--- src/rtl/reg_bus_arbiter.sv ---
// Two-master arbiter for the byte-wide trace register bus: master 0 has priority,
// master 1 is protected by a starvation counter, read data follows its issuer.
module reg_bus_arbiter #(
  parameter int pBYTECNT_SIZE = 7,
  parameter int pREAD_LATENCY = 1,
  parameter int pMAX_WAIT     = 64
) (
  input  logic                     usb_clk,
  input  logic                     reset_i,
  input  logic                     m0_req,
  input  logic [7:0]               m0_address,
  input  logic [pBYTECNT_SIZE-1:0] m0_bytecnt,
  input  logic [7:0]               m0_write_data,
  input  logic                     m0_read,
  input  logic                     m0_write,
  output logic                     m0_gnt,
  output logic [7:0]               m0_read_data,
  output logic                     m0_rdvalid,
  input  logic                     m1_req,
  input  logic [7:0]               m1_address,
  input  logic [pBYTECNT_SIZE-1:0] m1_bytecnt,
  input  logic [7:0]               m1_write_data,
  input  logic                     m1_read,
  input  logic                     m1_write,
  output logic                     m1_gnt,
  output logic [7:0]               m1_read_data,
  output logic                     m1_rdvalid,
  output logic [7:0]               reg_address,
  output logic [pBYTECNT_SIZE-1:0] reg_bytecnt,
  output logic [7:0]               write_data,
  output logic                     reg_read,
  output logic                     reg_write,
  output logic                     reg_addrvalid,
  input  logic [7:0]               read_data,
  output logic [1:0]               O_owner,
  output logic [7:0]               O_forced_cnt,
  output logic                     O_dropped
);

  typedef enum logic [1:0] {IDLE, OWN0, OWN1, DRAIN} state_t;

  typedef struct packed {
    logic                     req;
    logic                     rd;
    logic                     wr;
    logic [7:0]               addr;
    logic [pBYTECNT_SIZE-1:0] bc;
    logic [7:0]               wd;
  } mst_t;

  state_t                   state_q, state_d;
  mst_t                     m0_q, m0_d, m1_q, m1_d;
  logic [1:0]               drain_cnt_q, drain_cnt_d;
  logic [7:0]               wait_cnt_q, wait_cnt_d;
  logic [7:0]               forced_cnt_q, forced_cnt_d;
  logic                     dropped_q, dropped_d;
  logic [7:0]               reg_address_q, reg_address_d;
  logic [pBYTECNT_SIZE-1:0] reg_bytecnt_q, reg_bytecnt_d;
  logic [7:0]               write_data_q, write_data_d;
  logic                     reg_read_q, reg_read_d;
  logic                     reg_write_q, reg_write_d;
  logic                     rd_owner_q, rd_owner_d;
  logic                     fwd0, fwd1, starve;
  logic                     rd_vld, rd_own;

  always_comb begin
    // NOTE: every variable gets a default before any branch, so no path leaves a
    // combinational output unassigned and no latch is inferred.
    m0_d          = {m0_req, m0_read, m0_write, m0_address, m0_bytecnt, m0_write_data};
    m1_d          = {m1_req, m1_read, m1_write, m1_address, m1_bytecnt, m1_write_data};
    state_d       = state_q;
    drain_cnt_d   = drain_cnt_q;
    forced_cnt_d  = forced_cnt_q;
    wait_cnt_d    = wait_cnt_q;
    reg_address_d = '0;
    reg_bytecnt_d = '0;
    write_data_d  = '0;
    starve        = (wait_cnt_q >= 8'(pMAX_WAIT));
    // Strobes pass only while the owner is still holding its request.
    fwd0          = (state_q == OWN0) && m0_q.req;
    fwd1          = (state_q == OWN1) && m1_q.req;

    unique case (state_q)
      IDLE: begin
        if (m0_q.req && m1_q.req) begin
          if (starve) begin
            state_d = OWN1;
            if (forced_cnt_q != 8'hFF) forced_cnt_d = forced_cnt_q + 8'd1;
          end else begin
            state_d = OWN0;
          end
        end else if (m0_q.req) begin
          state_d = OWN0;
        end else if (m1_q.req) begin
          state_d = OWN1;
        end
      end
      OWN0: if (!m0_q.req) begin state_d = DRAIN; drain_cnt_d = '0; end
      OWN1: if (!m1_q.req) begin state_d = DRAIN; drain_cnt_d = '0; end
      DRAIN: begin
        if (drain_cnt_q == 2'(pREAD_LATENCY)) state_d = IDLE;
        else drain_cnt_d = drain_cnt_q + 2'd1;
      end
      default: state_d = IDLE;
    endcase

    if (state_d == OWN1 && state_q != OWN1) wait_cnt_d = '0;
    else if (m1_q.req && state_q != OWN1 && wait_cnt_q != 8'hFF) wait_cnt_d = wait_cnt_q + 8'd1;

    if (state_d == OWN0) begin
      reg_address_d = m0_q.addr; reg_bytecnt_d = m0_q.bc; write_data_d = m0_q.wd;
    end else if (state_d == OWN1) begin
      reg_address_d = m1_q.addr; reg_bytecnt_d = m1_q.bc; write_data_d = m1_q.wd;
    end

    reg_read_d  = (fwd0 && m0_q.rd) || (fwd1 && m1_q.rd);
    reg_write_d = (fwd0 && m0_q.wr) || (fwd1 && m1_q.wr);
    rd_owner_d  = fwd1;
    dropped_d   = ((m0_q.rd || m0_q.wr) && !fwd0) || ((m1_q.rd || m1_q.wr) && !fwd1);
  end

  always_ff @(posedge usb_clk) begin
    // NOTE: non-blocking assignments so every flop samples pre-edge values,
    // independent of statement order.
    if (reset_i) begin
      state_q       <= IDLE;
      m0_q          <= '0;
      m1_q          <= '0;
      drain_cnt_q   <= '0;
      wait_cnt_q    <= '0;
      forced_cnt_q  <= '0;
      dropped_q     <= 1'b0;
      reg_address_q <= '0;
      reg_bytecnt_q <= '0;
      write_data_q  <= '0;
      reg_read_q    <= 1'b0;
      reg_write_q   <= 1'b0;
      rd_owner_q    <= 1'b0;
    end else begin
      state_q       <= state_d;
      m0_q          <= m0_d;
      m1_q          <= m1_d;
      drain_cnt_q   <= drain_cnt_d;
      wait_cnt_q    <= wait_cnt_d;
      forced_cnt_q  <= forced_cnt_d;
      dropped_q     <= dropped_d;
      reg_address_q <= reg_address_d;
      reg_bytecnt_q <= reg_bytecnt_d;
      write_data_q  <= write_data_d;
      reg_read_q    <= reg_read_d;
      reg_write_q   <= reg_write_d;
      rd_owner_q    <= rd_owner_d;
    end
  end

  // Tags each slave-side read with its issuer until the slave data is valid.
  if (pREAD_LATENCY == 0) begin : g_lat0
    assign rd_vld = reg_read_q;
    assign rd_own = rd_owner_q;
  end else begin : g_lat1
    logic pipe_vld_q, pipe_own_q;
    always_ff @(posedge usb_clk) begin
      if (reset_i) begin
        pipe_vld_q <= 1'b0;
        pipe_own_q <= 1'b0;
      end else begin
        pipe_vld_q <= reg_read_q;
        pipe_own_q <= rd_owner_q;
      end
    end
    assign rd_vld = pipe_vld_q;
    assign rd_own = pipe_own_q;
  end

  assign m0_gnt        = (state_q == OWN0);
  assign m1_gnt        = (state_q == OWN1);
  assign O_owner       = {state_q == OWN1, state_q == OWN0};
  assign reg_addrvalid = (state_q == OWN0) || (state_q == OWN1);
  assign reg_address   = reg_address_q;
  assign reg_bytecnt   = reg_bytecnt_q;
  assign write_data    = write_data_q;
  assign reg_read      = reg_read_q;
  assign reg_write     = reg_write_q;
  assign O_forced_cnt  = forced_cnt_q;
  assign O_dropped     = dropped_q;
  assign m0_rdvalid    = rd_vld && !rd_own;
  assign m1_rdvalid    = rd_vld && rd_own;
  assign m0_read_data  = m0_rdvalid ? read_data : 8'h00;
  assign m1_read_data  = m1_rdvalid ? read_data : 8'h00;

endmodule

--- config.mk ---
export PLATFORM = sky130hd
export DESIGN_NAME = reg_bus_arbiter
export DESIGN_NICKNAME = d
export VERILOG_FILES = /design/src/rtl/reg_bus_arbiter.sv
export SDC_FILE = /design/constraint.sdc
export NUM_CORES = 1
export LEC_CHECK = 0
export CAP_MARGIN = 0
export CORE_ASPECT_RATIO = 2
export CORE_MARGIN = 8
export CORE_UTILIZATION = 45
export DETAILED_ROUTE_END_ITERATION = 6
export PLACE_DENSITY = 0.8
export SYNTH_ARGS = -nofsm -noshare
export SYNTH_HDL_FRONTEND = slang
export SYNTH_SLANG_ARGS = --single-unit
--- constraint.sdc ---
create_clock -name usb_clk -period 6.25 [get_ports usb_clk]
set_clock_uncertainty 0.05 [all_clocks]
set_input_delay 1.5625 -clock usb_clk [delete_from_list [all_inputs] [get_ports usb_clk]]
set_output_delay 1.5625 -clock usb_clk [all_outputs]
set_load 0.02 [all_outputs]
==> reports/qor.csv, run 1 <==
metric;value;unit
Sw Ratio;33.5;%
critical path endpoint category;primary output;
Cell Rows;47;
drc violations;0;
Post-CTS Hold Buffers;0;
Root Buffer;clkbuf_16;
CP Buf/Inv Count;2;
Logic pwr share;32.1;%
achievable frequency;0.225;GHz
ANT nets after route;0;
leading area contributor after synthesis;dfxtp_1;
most numerous cell on the critical path;clkdlybuf4s50_1;
syn_area_per_cell;9.66;um2
top area cells in the synthesized netlist;dfxtp_1, nor2b_1, nand3_1, nand2_1, a21oi_2;
Hold Path Class;flip-flop to flip-flop;
crit path cell chain;clkdlybuf4s50_1 -> and3_1 -> clkdlybuf4s50_1;
post-synth top area share;54.4;%
Power, Total;1.91;mW
Max-Cap Viols;0;
unrepaired setup endpoints after global routing;false;
xor/xnor share of the synthesized area;1.88;%
placed cell areas;4900;um2
Die Footprint;11600;um2
cells after synthesis;385;
Layout fillers;689;
clk slew on worst S/H paths;70;ps
top post-synthesis cells by count;dfxtp_1, nor2b_1, nand3_1;
Final Max Tran Viols;0;
Ys Warns;0;
core area;8170;um2
Least-Margin Pin Slew;1000;ps
number of global-route vias before repair;3027;
Static Leak;1.93;nW
clk_lat worst skew;340;ps
Initial Utilization;45.5;%
number of library cell types mapped by synthesis;38;
WL/cell;14.9;um
Hold Fails Final Rpt;0;
gr ovfl total;0;
Int Power;1.27;mW
Vias/cell;4.97;
first-pass GRT wire length;14.1;mm
Max Buffers Root-to-Sink;2;
Die Y-Extent;145;um
register area share after synthesis;54.4;%
Slew Limit Headroom;33.2;%
Post-synth EDFFs;0;
n_diodes;0;
Die X;80.3;um
clock share of power;29.3;%
max incr delay on CP;610;ps
P&R area growth vs syn;40.0;%
Max VDD drop;219;uV
dpl hpwl;6.42;mm
Setup Fix Bufs, Post-CTS;0;
clock sink count;101;
# H-tree levels;3;
CTS tree;done;
I/O pins;119;
fin crit period;4440;ps
pre-CTS setup slack;1810;ps
sw power;0.639;mW
total CTS buffers;9;
number of synthesized register bits;101;
Synth Area in Compound Gates;9.45;%
port bufs;118;
share of cells above drive strength 1;7.68;%
crit share post-route;71.0;%
PwrDens;366;nW/um2
fin worst setup slack;1810;ps
outcome;complete, no violations;
simple-gate area share of the yosys netlist;26.6;%
Tot GR Track Use;15.7;%
post-route cell area;5210;um2
sequential power share;38.6;%
RePlAce Congestion;0.779;
Startpoint Class;input pin;
routed vias;2950;
post-synthesis mux area share;0.808;%
largest net degree at the start of global routing;96;
Post-synth top flop;dfxtp_1;
fraction of registers with async set/reset;0;%
initial antenna violation count;0;
synthesized cell area;3720;um2
most frequent cell after synthesis;dfxtp_1;
Fin Setup TNS;0;ps
largest family of logic cells by synthesized area;simple AND/OR/NAND/NOR gates;
Syn Nets;455;
fraction of the mapped netlist area in adder cells;2.69;%
Post-Route WL;8.86;mm
critical path class;input pin to primary output;
Crit path required time;4640;ps
Slowest-stage cell, CP;clkdlybuf4s50_1;
CP Max Fanout;2;
# nets final;560;
setup violators final;0;
DR iter-0 viols;147;
First-pass DRT Iterations;4;
post-CTS resize count;0;
CP arrival;2830;ps
CP top delay family;buffers and inverters;
-- placed cells by master (no fill, tap or decap), drive strengths merged, types with 3 or more instances in the layout --
cell type	instances
clkdlybuf4s50	117
dfxtp	101
nor2b	57
nand3	34
nand2	33
a21oi	30
nor2	17
and3	12
and2	10
clkbuf	10
ha	8
inv	8
nand4	6
nor3	6
xor2	6
o21ai	5
a211oi	4
or3b	3
mux2i	3
-- state kept, by name, indices dropped and copies added (netlist names) --
| register | flops |
|---|---|
| O_forced_cnt | 8 |
| drain_cnt_q | 2 |
| reg_bytecnt | 7 |
| m0_q | 26 |
| reg_write | 1 |
| reg_address | 8 |
| rd_owner_q | 1 |
| O_dropped | 1 |
| write_data | 8 |
| reg_read | 1 |
| m1_q | 26 |
| g_lat1.pipe_own_q | 1 |
| state_q | 2 |
| g_lat1.pipe_vld_q | 1 |
| wait_cnt_q | 8 |
-- routing by layer --
| metal | GRT usage [%] | vias up | share of wire, % |
|---|---|---|---|
| met5 | 0 | - | 0 |
| met4 | 7.72 | 0 | 2.0 |
| met3 | 3.80 | 15 | 5.6 |
| met2 | 29.1 | 89 | 57 |
| met1 | 15.4 | 1361 | 36 |
| li1 | - | 1485 | - |
-- layout make-up --
type	count	area, um2	share of cell area [%]
timing repair buffer	119	1190	22.8
sequential	101	2020	38.8
tap	98	123	2.35
multi-input combinational	252	1540	29.6
inverter	7	26.3	0.505
clock buffer	10	239	4.59
clock inverter	6	71.3	1.37
-- path summary, 6_finish.rpt --
check                    end  slack, ps  cells after the start    startpoint
max reg2reg    wait_cnt_q[7]       3550                      6    state_q[0]
min           reg_bytecnt[4]        390                      2      m0_q[12]
max          m1_read_data[0]       1810                      3  read_data[0]
min reg2reg   reg_bytecnt[4]        390                      2      m0_q[12]
-- cells by family (layout without fill, tap and decap cells) --
kind of cell	Yosys count	after routing
compound gates	49	49
xor+xnor	8	8
fa+ha+maj	8	8
buf+inv	32	142
flops	101	101
mux	3	3
simple gates	184	184
-- power groups by stage --
stage	Sequential [mW]	Clock (mW)	Combinational, mW
CTS	0.737	0.573	0.620
finish	0.737	0.558	0.612
global route	0.743	0.598	0.674
detailed placement	0.751	0	0.616
floorplan	0.789	0	0.385
global placement	0.750	0	0.609
-- worst register-to-register path: stages, from the launching register on --
cell	delay [ps]
dfxtp_1	410
inv_1	110
ha_1	360
a211oi_1	400
a21o_1	780
a31o_2	410
nor2_1	80
-- per-stage QoR --
stage	hold WS, ps	cells	util [%]
2_1_floorplan	364	385	-
3_5_place_dp	380	577	59.9
6_report	392	593	63.7
5_1_grt	408	593	63.7
3_3_place_gp	373	577	59.9
4_1_cts	392	593	63.7
No activity file was read; power rests on OpenSTA's default activity.
==> run 2: changes to the inputs <==
CORE_UTILIZATION = 41   (was 45)
PLACE_DENSITY = 0.77   (was 0.8)
clock period = 3.6 ns   (was 6.25 ns; I/O delays follow)
==> run 2 against run 1 <==
Net effect:
- sequential cell count unchanged
- wire length grew 3.5%
- via count up 0.81%
- clock power is 85% higher
- critical endpoint is now m1_read_data[6]
==> reports/qor.csv, run 2 (synthesized netlist as in run 1, its figures left out) <==
metric;value;unit
Fin Setup TNS;0;ps
Hold Path Class;flip-flop to flip-flop;
largest net degree at the start of global routing;80;
# H-tree levels;3;
Setup crit start;read_data[6];
reg-to-reg endpoint;wait_cnt_q[5];
Vias/cell;4.96;
most frequent cells in the layout;clkdlybuf4s50_1, dfxtp_1, nor2b_1;
Max Buffers Root-to-Sink;2;
CP arrival;2160;ps
clk_lat worst skew;340;ps
drc violations;0;
WP depth;3;
Post-Route WL;9.18;mm
core area;8890;um2
Die Footprint;12600;um2
initial antenna violation count;0;
First-pass DRT Iterations;4;
first-pass GRT wire length;15.2;mm
worst hold slack;390;ps
Cell Rows;49;
Slowest-stage cell, CP;clkdlybuf4s50_1;
routed vias;2974;
gr ovfl total;0;
share of cells above drive strength 1;7.85;%
max incr delay on CP;610;ps
fin crit period;3110;ps
flop-to-flop setup slack;870;ps
RePlAce Congestion;0.824;
Hold Path Origin;m0_q[21];
dpl hpwl;6.86;mm
hold depth;2;
Layout Cells excl Fill;599;
Die X;83.3;um
placed insts;583;
Hold Fails Final Rpt;0;
Root Buffer;clkbuf_16;
Slew Limit Headroom;35.0;%
Max VDD drop;424;uV
WL/cell;15.3;um
critical path class;input pin to primary output;
crit share post-route;86.3;%
Crit path required time;2650;ps
setup violators final;0;
crit path cell chain;clkdlybuf4s50_1 -> and3_1 -> clkdlybuf4s50_1;
number of global-route vias before repair;3164;
outcome;complete, no violations;
achievable frequency;0.322;GHz
Die Y-Extent;151;um
Initial Utilization;41.8;%
Post-CTS Hold Buffers;0;
CP Buf/Inv Count;2;
clock sink count;101;
total CTS buffers;9;
P&R area growth vs syn;41.3;%
Setup Fix Bufs, Post-CTS;0;
Final Max Tran Viols;0;
Max-Cap Viols;0;
critical path endpoint category;primary output;
Tot GR Track Use;15.0;%
most numerous cell on the critical path;clkdlybuf4s50_1;
Power, Total;3.40;mW
CTS tree;done;
RR Startpoint;state_q[1];
most common cell after layout, fill and taps aside;clkdlybuf4s50_1;
Hold Crit Endpoint;reg_address[6];
Startpoint Class;input pin;
# nets final;562;
DR iter-0 viols;175;
CP top delay family;buffers and inverters;
CP Max Fanout;2;
unrepaired setup endpoints after global routing;false;
port bufs;118;
I/O pins;119;
ANT nets after route;0;
Least-Margin Pin Slew;976;ps
post-CTS resize count;0;
clk slew on worst S/H paths;60;ps
PwrDens;647;nW/um2
largest registers;m0_q: 26 flops, m1_q: 26 flops;
n_diodes;0;
worst r2r path cells;7;
Static Leak;1.96;nW
-- run 2: worst max-delay path by stage --
stage / to / slack (ps)
after floorplan: reg_bytecnt[0] / 1340
after global placement: m1_read_data[0] / 520
after detailed placement: m1_read_data[7] / 490
after CTS: m1_read_data[3] / 490
after global routing: m0_read_data[0] / 450
final: m1_read_data[6] / 490
-- run 2: through the flow --
step	cell area [um2]	util, %	setup WS, ps
after floorplan	3720	-	1340
after global placement	4930	55.4	522
after detailed placement	4930	55.4	494
after CTS	5250	59.1	493
after global routing	5250	59.1	449
final	5250	59.1	494
-- run 2: layer usage --
layer / track usage (%) / wire length [um]
met5: 0 / 0
met4: 10.5 / 333
met3: 3.41 / 409
met2: 28.2 / 5240
met1: 13.8 / 3200
-- run 2: area by class of cell --
cell class                      count  area [um2]
Clock buffer                       11         243
Multi-Input combinational cell    252        1550
Inverter                            7        26.3
Fill cell                         762        3640
Clock inverter                      5        81.3
Tap cell                          102         128
Sequential cell                   101        2020
Timing Repair Buffer              121        1200
-- run 2: tightest hold or removal path: stages (launching register included) --
cell	delay, ps
dfxtp_1	300
nand2_1	40
a21oi_1	50
-- run 2: report_power, final --
| group | switching [mW] | internal, mW |
|---|---|---|
| Clock | 0.397 | 0.629 |
| Sequential | 0.0520 | 1.23 |
| Combinational | 0.655 | 0.435 |
==> edit 1 (settings of run 1) <==
Set the parameter `pBYTECNT_SIZE` to 14 (it was 7).
--- a/src/rtl/reg_bus_arbiter.sv
+++ b/src/rtl/reg_bus_arbiter.sv
@@ -3,3 +3,3 @@
 module reg_bus_arbiter #(
-  parameter int pBYTECNT_SIZE = 7,
+  parameter int pBYTECNT_SIZE = 14,
   parameter int pREAD_LATENCY = 1,
Ports: changed (resized m0_bytecnt, m1_bytecnt and reg_bytecnt); port bits go from 119 to 140. The function was not compared with the original's and may differ.
==> edit 1 against run 1 <==
  * Synthesized area grew 17%
  * Critical endpoint is now m1_read_data[3]
  * Power up 39%
  * Clock power grew 77%
  * Synthesized cell count is 16% higher
  * Cell area rose by 23%
  * Combinational power rose by 26%
  * Sequential cell count rose by 21
  * Setup slack improved by 0.021 ns
  * Routed wire length is 15% higher
  * Hold slack worse by 0.0016 ns
==> edit 1: results (changes against run 1) <==
[drt]
drt_wl_total_um=10200  ; was 8860 um
vias=3473  ; was 2950

[yosys]
synth-compound-area-share=0.0871  ; was 0.0945
yosysUniqueCellTypes=39  ; was 38
synthesis.nets=530  ; was 455
ys_top_cells_by_area=dfxtp_1 56%, nor2b_1 10%, nand3_1 4.7%, a21oi_1 3.1%, nand2_1 2.6%  ; was dfxtp_1 54%, nor2b_1 9.6%, nand3_1 4.6%, nand2_1 3.3%, a21oi_2 3.1%
muxShareOfSynthArea=0.00687  ; was 0.00808
synthXorXnorAreaFrac=0.0160  ; was 0.0188
ys_seq_area_frac=0.559  ; was 0.544
synthAdderAreaFrac=0.0229  ; was 0.0269
netlist_top_cells_count=122 x dfxtp_1, 71 x nor2b_1, 41 x nand3_1  ; was 101 x dfxtp_1, 57 x nor2b_1, 34 x nand3_1
ys_seq_elements=122  ; was 101

[cells_and_area]
final.clkbuf_count=24  ; was 10
nFillCells=778  ; was 689
sh_seq_area=0.382  ; was 0.388
num-multi-input-gates=287  ; was 252
drive_gt1_frac=0.105  ; was 0.0768
multi_input_area_share=0.275  ; was 0.296
clock_area_frac=0.0962  ; was 0.0596
final_net_count=662  ; was 560
buffers_excl_clock=143  ; was 119
buffer_area_frac=0.222  ; was 0.228

[setup_path]
crit_end=m1_read_data[3]  ; was m1_read_data[0]
startpoint=read_data[3]  ; was read_data[0]
cpMaxStageDelayCell=clkdlybuf4s50_1  ; unchanged
cp_data_arrival_time_ns=2.81  ; was 2.83 ns
critPathTopFamily=buffers and inverters  ; unchanged
r2r_setup_slack_ns=3.44  ; was 3.55 ns
rr_worst_depth=7  ; was 6

[clock_network]
cts_buffers=17  ; was 9
path_clk_slew_ns=0.05  ; was 0.07 ns
insertion_delay_ns=0.40  ; was 0.34 ns
htreeDepth=4  ; was 3

[global_routing]
grt_max_degree=86  ; was 96
grt_use_total=0.156  ; was 0.157
grt_pass1_wl_um=16400  ; was 14100 um

[power]
swShare=0.309  ; was 0.335
p_clk_frac=0.372  ; was 0.293
p_seq_mw=0.893  ; was 0.737 mW
clk-power_mw=0.985  ; was 0.558 mW
leakage_nw=2.42  ; was 1.93 nW
peakVddDrop_mv=0.317  ; was 0.219 mV

[timing]
slew-limit-headroom=0.445  ; was 0.332
period_share=0.707  ; was 0.710

[outcome]
status=complete, no violations  ; unchanged

[worst_hold_path]
min_from=m1_q[17]$_SDFF_PP0_  ; was m0_q[12]$_SDFF_PP0_

[placed_design]
place.gp.congestion=0.814  ; was 0.779
port_buffers=139  ; was 118
dp_hpwl_um=7110  ; was 6420 um
dp_slack_ns=1.82  ; was 1.81 ns

-- edit 1: metal layers --
metal	vias up	global-route usage	wire length (um)
met3	5	0.0771	771
met4	0	0.0480	74
met2	97	0.266	5130
li1	1741	-	-
met5	-	0	0
met1	1630	0.163	4220
-- edit 1: through the flow --
| stage | area [sq um] | std cells | hold slack [ns] |
|---|---|---|---|
| global placement | 5770 | 665 | 0.371 |
| global route | 6390 | 696 | 0.403 |
| finish | 6390 | 696 | 0.390 |
| CTS | 6390 | 696 | 0.391 |
| floorplan | 4370 | 446 | 0.364 |
| detailed placement | 5770 | 665 | 0.381 |
-- edit 1: worst min-delay path by stage --
| stage | endpoint |
|---|---|
| floorplan | g_lat1.pipe_own_q$_SDFF_PP0_ |
| global placement | g_lat1.pipe_own_q$_SDFF_PP0_ |
| detailed placement | reg_bytecnt[10]$_SDFF_PP0_ |
| CTS | write_data[1]$_SDFF_PP0_ |
| global route | reg_address[7]$_SDFF_PP0_ |
| finish | reg_bytecnt[9]$_SDFF_PP0_ |
==> edit 2 (settings of run 1) <==
Without the edit above. Take the reset off `reg_address_q` and load it in a clocked block of its own.
--- a/src/rtl/reg_bus_arbiter.sv
+++ b/src/rtl/reg_bus_arbiter.sv
@@ -132,3 +132,2 @@
       dropped_q     <= 1'b0;
-      reg_address_q <= '0;
       reg_bytecnt_q <= '0;
@@ -146,3 +145,2 @@
       dropped_q     <= dropped_d;
-      reg_address_q <= reg_address_d;
       reg_bytecnt_q <= reg_bytecnt_d;
@@ -153,2 +151,6 @@
     end
+  end
+
+  always_ff @(posedge usb_clk) begin
+    reg_address_q <= reg_address_d;
   end
Formal check against the unedited RTL: differs if reset_i is asserted again (counterexample within 4 cycles, from zero or initial values and one cycle with reset_i high); with reset_i held inactive, the same outputs for 10 cycles.
==> edit 2 against run 1 <==
  * Routed wire length fell by 3.9%
  * Setup slack improved by 0.012 ns
  * Power fell by 5.6%
  * Hold slack got worse by 0.0061 ns
  * Sequential cell count did not move
  * Cell area fell by 0.14%
  * Register-to-register slack improved by 0.24 ns
  * Synthesized area rose by 0.61%
  * Critical endpoint is now m1_read_data[5]
  * Largest cell class unchanged
==> edit 2: results (changes against run 1) <==
[global_routing]
grt_max_degree=109  ; was 96
globalRouteMet3Util=0.0328  ; was 0.0380
grt_use_met2=0.270  ; was 0.291
grt_use_met1=0.146  ; was 0.154
grt_pass1_wl_um=13700  ; was 14100 um
grt_use_total=0.149  ; was 0.157

[power]
swShare=0.315  ; was 0.335
combinationalPowerShare=0.308  ; was 0.321
leakage_nw=1.95  ; was 1.93 nW
power.switching_mw=0.568  ; was 0.639 mW
peakVddDrop_mv=0.300  ; was 0.219 mV
p_seq_mw=0.756  ; was 0.737 mW

[setup_path]
crit_end=m1_read_data[5]  ; was m1_read_data[0]
cp_data_arrival_time_ns=2.81  ; was 2.83 ns
r2r-end=reg_bytecnt[2]$_SDFF_PP0_  ; was wait_cnt_q[7]$_SDFFE_PP0P_
cpMaxStageDelayCell=clkdlybuf4s50_1  ; unchanged
r2r_setup_slack_ns=3.79  ; was 3.55 ns
rr_worst_depth=6  ; unchanged
max_stage_delay_ns=0.60
startpoint=read_data[5]  ; was read_data[0]

[cells_and_area]
nFillCells=674  ; was 689
drive_gt1_frac=0.0609  ; was 0.0768
final_net_count=541  ; was 560
antenna_cells=0  ; unchanged

[outcome]
status=complete, no violations  ; unchanged

[yosys]
synthFlopType=dfxtp_1  ; unchanged
synth_area_per_cell_sq_um=10.3  ; was 9.66 sq um
ys_top_cells_by_area=dfxtp_1 54%, nor2b_1 9.7%, o32ai_2 4.3%, ha_1 2.7%, nand2b_1 2.7%  ; was dfxtp_1 54%, nor2b_1 9.6%, nand3_1 4.6%, nand2_1 3.3%, a21oi_2 3.1%
netlist_top_cells_count=101 x dfxtp_1, 58 x nor2b_1, 20 x inv_1  ; was 101 x dfxtp_1, 57 x nor2b_1, 34 x nand3_1
synthesis.nets=433  ; was 455
yosysUniqueCellTypes=36  ; was 38
ys_seq_area_frac=0.540  ; was 0.544

[placed_design]
dp_slack_ns=1.82  ; was 1.81 ns
dp_hpwl_um=6310  ; was 6420 um
dp.cells=558  ; was 577
placed_cell_area_sq_mm=0.00494  ; was 0.00490 sq mm
place.gp.congestion=0.770  ; was 0.779
port_buffers=118  ; unchanged

[drt]
dr_wl_met2_um=4700  ; was 5030 um
route.layer.met1.wl_um=3210  ; was 3160 um
top_layer=met4  ; unchanged
vias_per_cell=5.01  ; was 4.97
vias=2875  ; was 2950
met3_length_um=334  ; was 499 um
first_pass_iters=4  ; unchanged
drtIter0Drc=146  ; was 147
drt_wl_total_um=8520  ; was 8860 um

[clock_network]
cts_buffers=9  ; unchanged
ctsRootBufferMaster=clkbuf_16  ; unchanged
path_clk_slew_ns=0.06
htreeDepth=3  ; unchanged
post_cts_resized=0  ; unchanged

[timing]
period_share=0.708  ; was 0.710
slew-limit-headroom=0.325  ; was 0.332

[worst_hold_path]
min_from=m0_q[22]$_SDFF_PP0_  ; was m0_q[12]$_SDFF_PP0_

edit 2: cell types whose count changed in the layout (fill, tap and decap cells not counted), sizes merged, moves of 10 or more:
cell | run 1 | this run
nand3 | 34 | 8
a21oi | 30 | 7
nand2 | 33 | 12
o32ai | 0 | 15
nand2b | 2 | 16
inv | 8 | 20
a22o | 0 | 10
edit 2: worst min-delay path by stage:
stage,end,slack (ns),cells past startpoint
6_report,reg_address[7]$_DFF_P_,0.39,1
5_1_grt,reg_address[7]$_DFF_P_,0.40,1
4_1_cts,reg_address[7]$_DFF_P_,0.39,1
3_5_place_dp,reg_address[7]$_DFF_P_,0.37,1
3_3_place_gp,g_lat1.pipe_own_q$_SDFF_PP0_,0.37,1
2_1_floorplan,g_lat1.pipe_own_q$_SDFF_PP0_,0.36,1
edit 2: kinds of logic (layout without fill, tap and decap cells):
kind of cell    Yosys count  after routing  share of synthesized area
fa+ha+maj                 8              8                     0.0268
compound gates           45             45                      0.114
mux                       4              4                     0.0107
buf+inv                  41            154                     0.0478
simple gates            154            154                      0.237
flops                   101            101                      0.540
xor+xnor                 10             10                     0.0234
edit 2: cell type report:
| cell class | count | area, sq um | share of cell area |
|---|---|---|---|
| repair buffers | 118 | 1180 | 0.227 |
| inverters | 20 | 75.1 | 0.0144 |
| well taps | 98 | 123 | 0.0236 |
| multi-input cells | 221 | 1540 | 0.296 |
| clock buffers | 12 | 236 | 0.0455 |
| flip-flops and latches | 101 | 2020 | 0.389 |
| clock inverters | 4 | 25.0 | 0.00481 |
edit 2: worst reg2reg max path: cells and delay by family, from the launching register on:
family,cells,cell delay [ns]
buf+inv,1,0.12
simple gates,1,0.66
flops,1,0.35
compound gates,3,0.70
fa+ha+maj,1,0.42
